## src/rtl/text_pkg.sv

```systemverilog
// Shared definitions for the character-screen writer: geometry defaults,
// control codes and the writer state encoding.
package text_pkg;

  localparam int TEXT_COLS   = 80;
  localparam int TEXT_ROWS   = 25;
  localparam int TEXT_ADDR_W = 11;

  localparam logic [7:0] CHR_BS    = 8'h08;
  localparam logic [7:0] CHR_TAB   = 8'h09;
  localparam logic [7:0] CHR_LF    = 8'h0A;
  localparam logic [7:0] CHR_CR    = 8'h0D;
  localparam logic [7:0] CHR_SPACE = 8'h20;
  localparam logic [7:0] CHR_TILDE = 8'h7E;

  typedef enum logic [1:0] {
    ST_INIT,
    ST_IDLE,
    ST_CLEAR
  } state_t;

  function automatic logic is_printable(input logic [7:0] c);
    return (c >= CHR_SPACE) && (c <= CHR_TILDE);
  endfunction

endpackage

```

## src/rtl/text_addr.sv

```systemverilog
// Registered RAM address: ((base + row) mod ROWS) * COLS + col.
// The modulo is a single conditional subtract; COLS=80 uses shift-add.
module text_addr
  import text_pkg::*;
#(
  parameter int COLS   = TEXT_COLS,
  parameter int ROWS   = TEXT_ROWS,
  parameter int ADDR_W = TEXT_ADDR_W
) (
  input  logic              clk,
  input  logic              clr,
  input  logic [4:0]        base,
  input  logic [4:0]        row,
  input  logic [6:0]        col,
  output logic [ADDR_W-1:0] addr
);

  logic [5:0]        sum;
  logic [5:0]        phys;
  logic [ADDR_W-1:0] phys_w;
  logic [ADDR_W-1:0] col_w;
  logic [ADDR_W-1:0] row_off;

  always_comb begin
    sum  = {1'b0, base} + {1'b0, row};
    phys = (sum >= 6'(ROWS)) ? (sum - 6'(ROWS)) : sum;
  end

  assign phys_w = ADDR_W'(phys);
  assign col_w  = ADDR_W'(col);

  generate
    if (COLS == 80) begin : g_shift_add
      assign row_off = (phys_w << 6) + (phys_w << 4);
    end else begin : g_mul
      assign row_off = phys_w * ADDR_W'(COLS);
    end
  endgenerate

  always_ff @(posedge clk or posedge clr) begin
    if (clr) addr <= '0;
    else     addr <= row_off + col_w;
  end

endmodule

```

## src/rtl/text_writer.sv

```systemverilog
// Byte-stream writer for the 80x25 screen RAM with cursor and circular
// first-row scrolling. Define TEXT_WRITER_AUTOWRAP_EN to wrap at the last column.
module text_writer
  import text_pkg::*;
#(
  parameter int COLS   = TEXT_COLS,
  parameter int ROWS   = TEXT_ROWS,
  parameter int ADDR_W = TEXT_ADDR_W
) (
  input  logic              clk,
  input  logic              clr,
  input  logic [7:0]        in_data,
  input  logic              in_valid,
  output logic              in_ready,
  output logic              wr_en,
  output logic [ADDR_W-1:0] wr_addr,
  output logic [7:0]        wr_data,
  output logic [6:0]        cursor_x,
  output logic [4:0]        cursor_y,
  output logic [4:0]        first_row
);

  localparam logic [6:0] X_LAST = 7'(COLS - 1);
  localparam logic [4:0] Y_LAST = 5'(ROWS - 1);

  state_t     state;
  logic [6:0] col_cnt;
  logic [4:0] row_cnt;
  logic [4:0] clear_row;
  logic       fill_last;

  logic       xfer;
  logic       scroll_lf;
  logic [4:0] a_base;
  logic [4:0] a_row;
  logic [6:0] a_col;
  logic [7:0] tab_x;
  logic [4:0] first_row_inc;

  assign xfer          = in_valid && in_ready;
  assign scroll_lf     = xfer && (in_data == CHR_LF) && (cursor_y == Y_LAST);
  assign tab_x         = ({1'b0, cursor_x} | 8'h07) + 8'h01;
  assign first_row_inc = (first_row == Y_LAST) ? 5'd0 : first_row + 5'd1;

  // A scrolling LF writes column 0 of the old first row on its own edge,
  // so the clear burst lines up with the cycle after acceptance.
  always_comb begin
    a_base = first_row;
    a_row  = cursor_y;
    a_col  = cursor_x;
    unique case (state)
      ST_INIT: begin
        a_base = 5'd0;
        a_row  = row_cnt;
        a_col  = col_cnt;
      end
      ST_CLEAR: begin
        a_base = clear_row;
        a_row  = 5'd0;
        a_col  = col_cnt;
      end
      default: begin
        if (scroll_lf) begin
          a_row = 5'd0;
          a_col = 7'd0;
        end
      end
    endcase
  end

  text_addr #(
    .COLS   (COLS),
    .ROWS   (ROWS),
    .ADDR_W (ADDR_W)
  ) u_addr (
    .clk  (clk),
    .clr  (clr),
    .base (a_base),
    .row  (a_row),
    .col  (a_col),
    .addr (wr_addr)
  );

  always_ff @(posedge clk or posedge clr) begin
    if (clr) begin
      state     <= ST_INIT;
      in_ready  <= 1'b0;
      wr_en     <= 1'b0;
      wr_data   <= 8'h00;
      cursor_x  <= 7'd0;
      cursor_y  <= 5'd0;
      first_row <= 5'd0;
      col_cnt   <= 7'd0;
      row_cnt   <= 5'd0;
      clear_row <= 5'd0;
      fill_last <= 1'b0;
    end else begin
      wr_en <= 1'b0;
      unique case (state)
        ST_INIT: begin
          if (fill_last) begin
            state     <= ST_IDLE;
            in_ready  <= 1'b1;
            fill_last <= 1'b0;
          end else begin
            wr_en   <= 1'b1;
            wr_data <= CHR_SPACE;
            if (col_cnt == X_LAST) begin
              col_cnt <= 7'd0;
              if (row_cnt == Y_LAST) fill_last <= 1'b1;
              else                   row_cnt   <= row_cnt + 5'd1;
            end else begin
              col_cnt <= col_cnt + 7'd1;
            end
          end
        end

        ST_CLEAR: begin
          if (fill_last) begin
            state     <= ST_IDLE;
            in_ready  <= 1'b1;
            fill_last <= 1'b0;
          end else begin
            wr_en   <= 1'b1;
            wr_data <= CHR_SPACE;
            if (col_cnt == X_LAST) fill_last <= 1'b1;
            else                   col_cnt   <= col_cnt + 7'd1;
          end
        end

        default: begin
          if (xfer) begin
            if (is_printable(in_data)) begin
              wr_en   <= 1'b1;
              wr_data <= in_data;
              if (cursor_x != X_LAST) begin
                cursor_x <= cursor_x + 7'd1;
              end
`ifdef TEXT_WRITER_AUTOWRAP_EN
              else begin
                cursor_x <= 7'd0;
                if (cursor_y != Y_LAST) begin
                  cursor_y <= cursor_y + 5'd1;
                end else begin
                  clear_row <= first_row;
                  first_row <= first_row_inc;
                  col_cnt   <= 7'd0;
                  fill_last <= 1'b0;
                  state     <= ST_CLEAR;
                  in_ready  <= 1'b0;
                end
              end
`endif
            end else begin
              unique case (in_data)
                CHR_CR: cursor_x <= 7'd0;
                CHR_LF: begin
                  if (cursor_y != Y_LAST) begin
                    cursor_y <= cursor_y + 5'd1;
                  end else begin
                    wr_en     <= 1'b1;
                    wr_data   <= CHR_SPACE;
                    clear_row <= first_row;
                    first_row <= first_row_inc;
                    col_cnt   <= 7'd1;
                    fill_last <= 1'b0;
                    state     <= ST_CLEAR;
                    in_ready  <= 1'b0;
                  end
                end
                CHR_BS: begin
                  if (cursor_x != 7'd0) cursor_x <= cursor_x - 7'd1;
                end
                CHR_TAB: cursor_x <= (tab_x > {1'b0, X_LAST}) ? X_LAST : tab_x[6:0];
                default: ;
              endcase
            end
          end
        end
      endcase
    end
  end

endmodule

```

## config.mk

```make
export PLATFORM = sky130hd
export DESIGN_NAME = text_writer
export DESIGN_NICKNAME = d
export VERILOG_FILES = /design/src/rtl/text_pkg.sv /design/src/rtl/text_addr.sv /design/src/rtl/text_writer.sv
export SDC_FILE = /design/constraint.sdc
export NUM_CORES = 1
export LEC_CHECK = 0
export CAP_MARGIN = 20
export CORE_MARGIN = 2
export CORE_UTILIZATION = 35
export DETAILED_ROUTE_END_ITERATION = 10
export SLEW_MARGIN = 20
export SYNTH_ARGS = -nofsm -noshare
export SYNTH_HDL_FRONTEND = slang
export SYNTH_SLANG_ARGS = --single-unit
```

## constraint.sdc

```tcl
create_clock -name clk -period 6.2 [get_ports clk]
set_input_delay 1.24 -clock clk [delete_from_list [all_inputs] [get_ports clk]]
set_output_delay 1.24 -clock clk [all_outputs]
set_load 0.01 [all_outputs]
```

-- Word level (Yosys, flattened, before mapping)
Index checks and enable logic that the tools add are counted.
- equality and inequality tests: 23
- reductions and logical operators: 21
- $add $sub $neg: 11
- mux-type cells: 51
- $lt $le $gt $ge: 4
- bitwise gates (word level): 5
- operator list (operator ; count):
    $mux W7 ; 14
    $mux W8 ; 6
    $eq A8 B4 Y1 const B ; 4
    $pmux W7 S3 ; 1
    $pmux W5 S2 ; 2
    $reduce_and A5 Y1 ; 4
    $mux W1 ; 17
    $add A5 B1 Y5 const B ; 3
    $eq A5 B5 Y1 const B ; 3
    $add A7 B1 Y7 const B ; 2
    $pmux W7 S2 ; 1
    $mux W2 ; 6
    $ne A2 B2 Y1 const B ; 6
    $reduce_and A4 Y1 ; 3
    $add A11 B10 Y11 ; 1
    $add A11 B7 Y11 ; 1
    $mux W5 ; 2
    $reduce_bool A3 Y1 ; 3
    $add A7 B1 Y8 const B ; 1
    $ge A8 B6 Y1 const B ; 1
    $gt A8 B7 Y1 const B ; 1
    $le A8 B7 Y1 const B ; 1
    $eq A7 B7 Y1 const B ; 1
    $ne A7 B7 Y1 const B ; 1
    other kinds (19) ; 30
- output and inout bits: 38
- register bits after elaboration: 58
- input bits: 11

-- Logic depth before layout (Yosys ltp)
- depth in word-level cells: 10
- mapped depth: 22
- gate-level depth less buffers: 20

-- Hierarchy
A second synthesis with hierarchy kept.
- cell total of the unflattened synthesis: 431
- area, all modules: 3868.7 µm²
- modules (own cells, without submodules) (module ; area an instance (µm²) ; instances ; sequential area each (µm²) ; cells an instance):
    text_writer ; 2942.8 ; 1 ; 1151.1 ; 338
    text_addr ; 925.9 ; 1 ; 275.3 ; 93

-- Least setup slack after synthesis
OpenSTA, ideal clock, no wires.
- kind: input port to flip-flop
- start: in in_data[4]
- end: reg u_addr.addr[10]
- arrival: 5.605 ns
- path buffers: 2
- slack: 0.464 ns
- cell stages on the path: 20
- cell sequence: nor4_2 > nand4_1 > nor2_1 > buf_4 > buf_6 > o32ai_1 > ha_1 > fa_1 > inv_1 > ha_1 > nand3b_1 > a21o_1 > xnor2_1 > fa_1 > ha_1 > a21o_1 > a21oi_1 > or4_1 > o2111ai_1 > xor2_1
- word-level cells in the longest chain between the ends: 10
- elaborated cells between the ends (all ways): 13
- those cells by class: add/sub: 4; order compare: 1; eq/ne: 1; mux: 5; reduce/logical: 2
- ends and longest elaborated chain (element ; RTL line ; RTL):
    start, declared ; text_writer.sv:12 ; input logic [7:0] in_data,
    $eq A8 B4 Y1 * ; text_writer.sv:41 ; assign scroll_lf = xfer && (in_data == CHR_LF) && (cursor_y == Y_LAST);
    $logic_and A1 B1 Y1 * (2 in a row) ; text_writer.sv:41 ;
    $mux W5 ; text_writer.sv:63 ; if (scroll_lf) begin
    $pmux W5 S2 ; text_writer.sv:51 ; unique case (state)
    $add A5 B5 Y6 ; text_addr.sv:25 ; sum = {1'b0, base} + {1'b0, row};
    $sub A6 B5 Y6 / $ge A6 B5 Y1 (equally long branches) ; text_addr.sv:26 ; phys = (sum >= 6'(ROWS)) ? (sum - 6'(ROWS)) : sum;
    $mux W6 ; text_addr.sv:26 ;
    $add A11 B10 Y11 ; text_addr.sv:34 ; assign row_off = (phys_w << 6) + (phys_w << 4);
    $add A11 B7 Y11 * ; text_addr.sv:42 ; else addr <= row_off + col_w;
    end signal, assigned ; text_addr.sv:42 ;
    end, declared ; text_addr.sv:15 ; output logic [ADDR_W-1:0] addr
Every way passes the cells marked *; elsewhere a longest branch is shown, timed or not.
A chain may end at the register's enable or synchronous reset.

-- Worst setup path in the final report
Same ends and word-level chain as after synthesis.

==> out/metrics.csv <==
metric,value,unit
grt-ovfl-total,0,
area_delta_synth_final,22.8,%
dpl_worst_slack,-99.3,ps
critPathRequiredTime,6420,ps
cts-root-buf,clkbuf_8,
postPlaceCellArea,4560,sq um
ioPinCount,49,
yosys_warnings,0,
critPathArrivalTime,6050,ps
wl,9160,microns
num_rows,38,
vias_per_cell,5.43,
antenna_found_initial,0,
synth_compound_area_share,19.4,%
min_path_type,reg2reg,
min_period,5820,ps
fmax,172,MHz
place_congestion,0.880,
ctsHoldBuffers,0,
status,"complete, no violations",
drive_gt1_share,9.82,%
yosys_most_used_dff,dfrtp_1,
synthXorXnorAreaFrac,3.60,%
slew_headroom,42.9,%
die-area,12000,sq um
synth.avg_cell_area,9.04,sq um
hold_violations,0,
synth_area,3890,sq um
htree_levels,3,
layout.nets,527,
synthSimpleGateAreaFrac,20.7,%
synth_top_area_share,36.7,%
wire_per_inst,14.6,microns
post_cts_buffers,0,
clock_path_buffers,2,
maxSlewViolCount,0,
p_leak,2.11,nW
synth_fp_nets,473,
synth_mux_area_share,2.83,%
coreArea,10800,sq um
finalSetupViolCount,0,
synth_edf_count,0,
design_area,4780,sq um
setup_slack,375,ps
antennaDiodeCount,0,
die_h,109,microns
die_x,109,microns
power.density,239,nW/um^2
fin_worst_skew,7.53,ps
start_util,35.9,%
async_flop_share,100,%
startpoint_type,primary input,
cts_made_buffers,9,
grt_pass1_wl,15800,microns
path_class,in2reg,
cts_tree,built,
grt_pass1_vias,3390,
ys_ff_latch,57,
ys_seq_area_share,36.7,%
dr.first_iter.drc_count,233,
grtUsageTotal,16.7,%
cp_max_fo,4,
path_clk_slew,70,ps
synth_area_leader_cell,dfrtp_1,
synth_cell_types,64,
synthCells,430,
clk_latency,350,ps
min_period_over_period,93.9,%
max_slew.worst_pin.slew,857,ps
drc,0,
cap_violations,0,
firstDrtPassIters,4,
cts.sinks,57,
ir_drop,0.000154,V
rsz0062_at_grt,false,
io_buffers,48,
place_hpwl,6690,microns
end_kind,flip-flop,
ant_nets,0,
grt_max_degree,58,
synth_adder_area_share,10.9,%
synth_top_family_by_area,simple AND/OR/NAND/NOR gates,
synth.area.top_cells,"dfrtp_1, ha_1, nand2_1",
dr_total_vias,3415,
==> worst paths after layout <==
path | from | endpoint | slack [ps] | depth (start not counted)
worst max-delay path | in_data[4] | u_addr.addr[10] | 380 | 19
max in group asynchronous | clr | u_addr.addr[9] | 4290 | 3
min in group asynchronous | clr | wr_en | 1420 | 3
worst min-delay path | wr_data[4] | wr_data[4] | 470 | 2
worst max register to register | cursor_y[0] | u_addr.addr[10] | 1150 | 19
worst min register to register | wr_data[4] | wr_data[4] | 470 | 2
==> layer usage <==
layer  vias up  GRT usage (%)  routed length, microns
met1      1638           20.9                    4220
met3        18           3.73                     336
met4         0           6.78                     187
met2        85           27.9                    4410
li1       1674              -                       -
met5         -              0                       0
==> layout by cell type, fill, tap and decap left out, types with 5 or more instances in the layout <==
cell type        Yosys  final
mux2_1               6      6
or2_2                5      5
o21ai_1              9      9
o32ai_1              5      5
nand2_1             54     54
a21o_1               5      5
a21oi_1             15     15
clkdlybuf4s50_1      0     48
buf_4                1     13
dfrtp_1             57     57
ha_1                29     29
xnor2_1             15     15
o31ai_1              6      6
and2_1               5      5
clkbuf_8             0      9
a31oi_1              7      7
and3_1               6      6
o21ai_0             18     18
nor2_1              17     16
nand3_1             15     15
o22ai_1             11     11
nand4_1             21     21
inv_1               39     38
==> critical path, cell delays in order <==
cell             delay [ps]
clkdlybuf4s50_1         480
nor4_2                  340
nand4_1                 220
nor2_2                  200
o32ai_1                 130
ha_1                    240
fa_1                    540
inv_1                    70
ha_1                    210
nand3b_1                180
a21o_1                  210
xnor2_1                 250
fa_1                    480
ha_1                    310
a21o_1                  190
a21oi_1                 270
or4_1                   170
o2111ai_1               130
xor2_1                  160
==> sequential cells by signal, summed over array words and instances (netlist names) <==
signal       flops
cursor_x         7
u_addr.addr     11
first_row        5
clear_row        5
col_cnt          7
row_cnt          5
state            2
wr_data          8
wr_en            1
fill_last        1
cursor_y         5
==> cells in the mapped netlist (4+ instances only) <==
library cell and number:
a21o_1 5, nor2_1 17, and2_1 5, clkbuf_1 10, o21ai_0 18, and3_1 6
xnor2_1 15, o211ai_1 4, o32ai_1 5, a21oi_1 15, nand2_1 54, ha_1 29
o22ai_1 11, buf_2 5, a22oi_1 4, or2_2 5, dfrtp_1 57, mux2_1 6
inv_1 39, nand4_1 21, o31ai_1 6, o21ai_1 9, a211oi_1 4, a31oi_1 7
nand3_1 15
==> logic make-up (layout without fill, tap and decap cells) <==
| family | Yosys count | after routing |
|---|---|---|
| AND/OR/NAND/NOR | 150 | 150 |
| AO/OA/AOI/OAI | 108 | 108 |
| flip-flops | 57 | 57 |
| buffers and inverters | 57 | 116 |
| adder cells (fa/ha/maj) | 32 | 32 |
| XOR/XNOR | 16 | 16 |
| multiplexers | 10 | 10 |
==> stage by stage <==
stage | util [%] | total power [mW] | setup TNS, ps | hold WS [ps] | std cells
floorplan | - | 0.626 | 0 | 458 | 430
global placement | 42.0 | 0.763 | 0 | 456 | 613
detailed placement | 42.0 | 0.767 | -99.3 | 456 | 613
CTS | 44.0 | 1.16 | 0 | 473 | 629
global route | 44.1 | 1.21 | 0 | 492 | 629
finish | 44.1 | 1.14 | 0 | 471 | 629
==> cell type report <==
| class | count | area (sq um) |
|---|---|---|
| Timing Repair Buffer | 61 | 578 |
| Fill cell | 1071 | 6060 |
| Inverter | 39 | 146 |
| Sequential cell | 57 | 1430 |
| Clock buffer | 10 | 128 |
| Clock inverter | 6 | 82.6 |
| Tap cell | 140 | 175 |
| Multi-Input combinational cell | 316 | 2240 |
==> report_power, final <==
| group | switching (mW) | internal, mW |
|---|---|---|
| registers | 0.0359 | 0.413 |
| logic | 0.152 | 0.159 |
| clock network | 0.160 | 0.224 |
==> timing repair <==
item	4_1_cts	5_1_grt
endpoints found under the hold margin	0	0
endpoints found under the setup margin	0	1
gates resized for setup	0	2
Note: power is estimated with default switching activity, not from simulation.
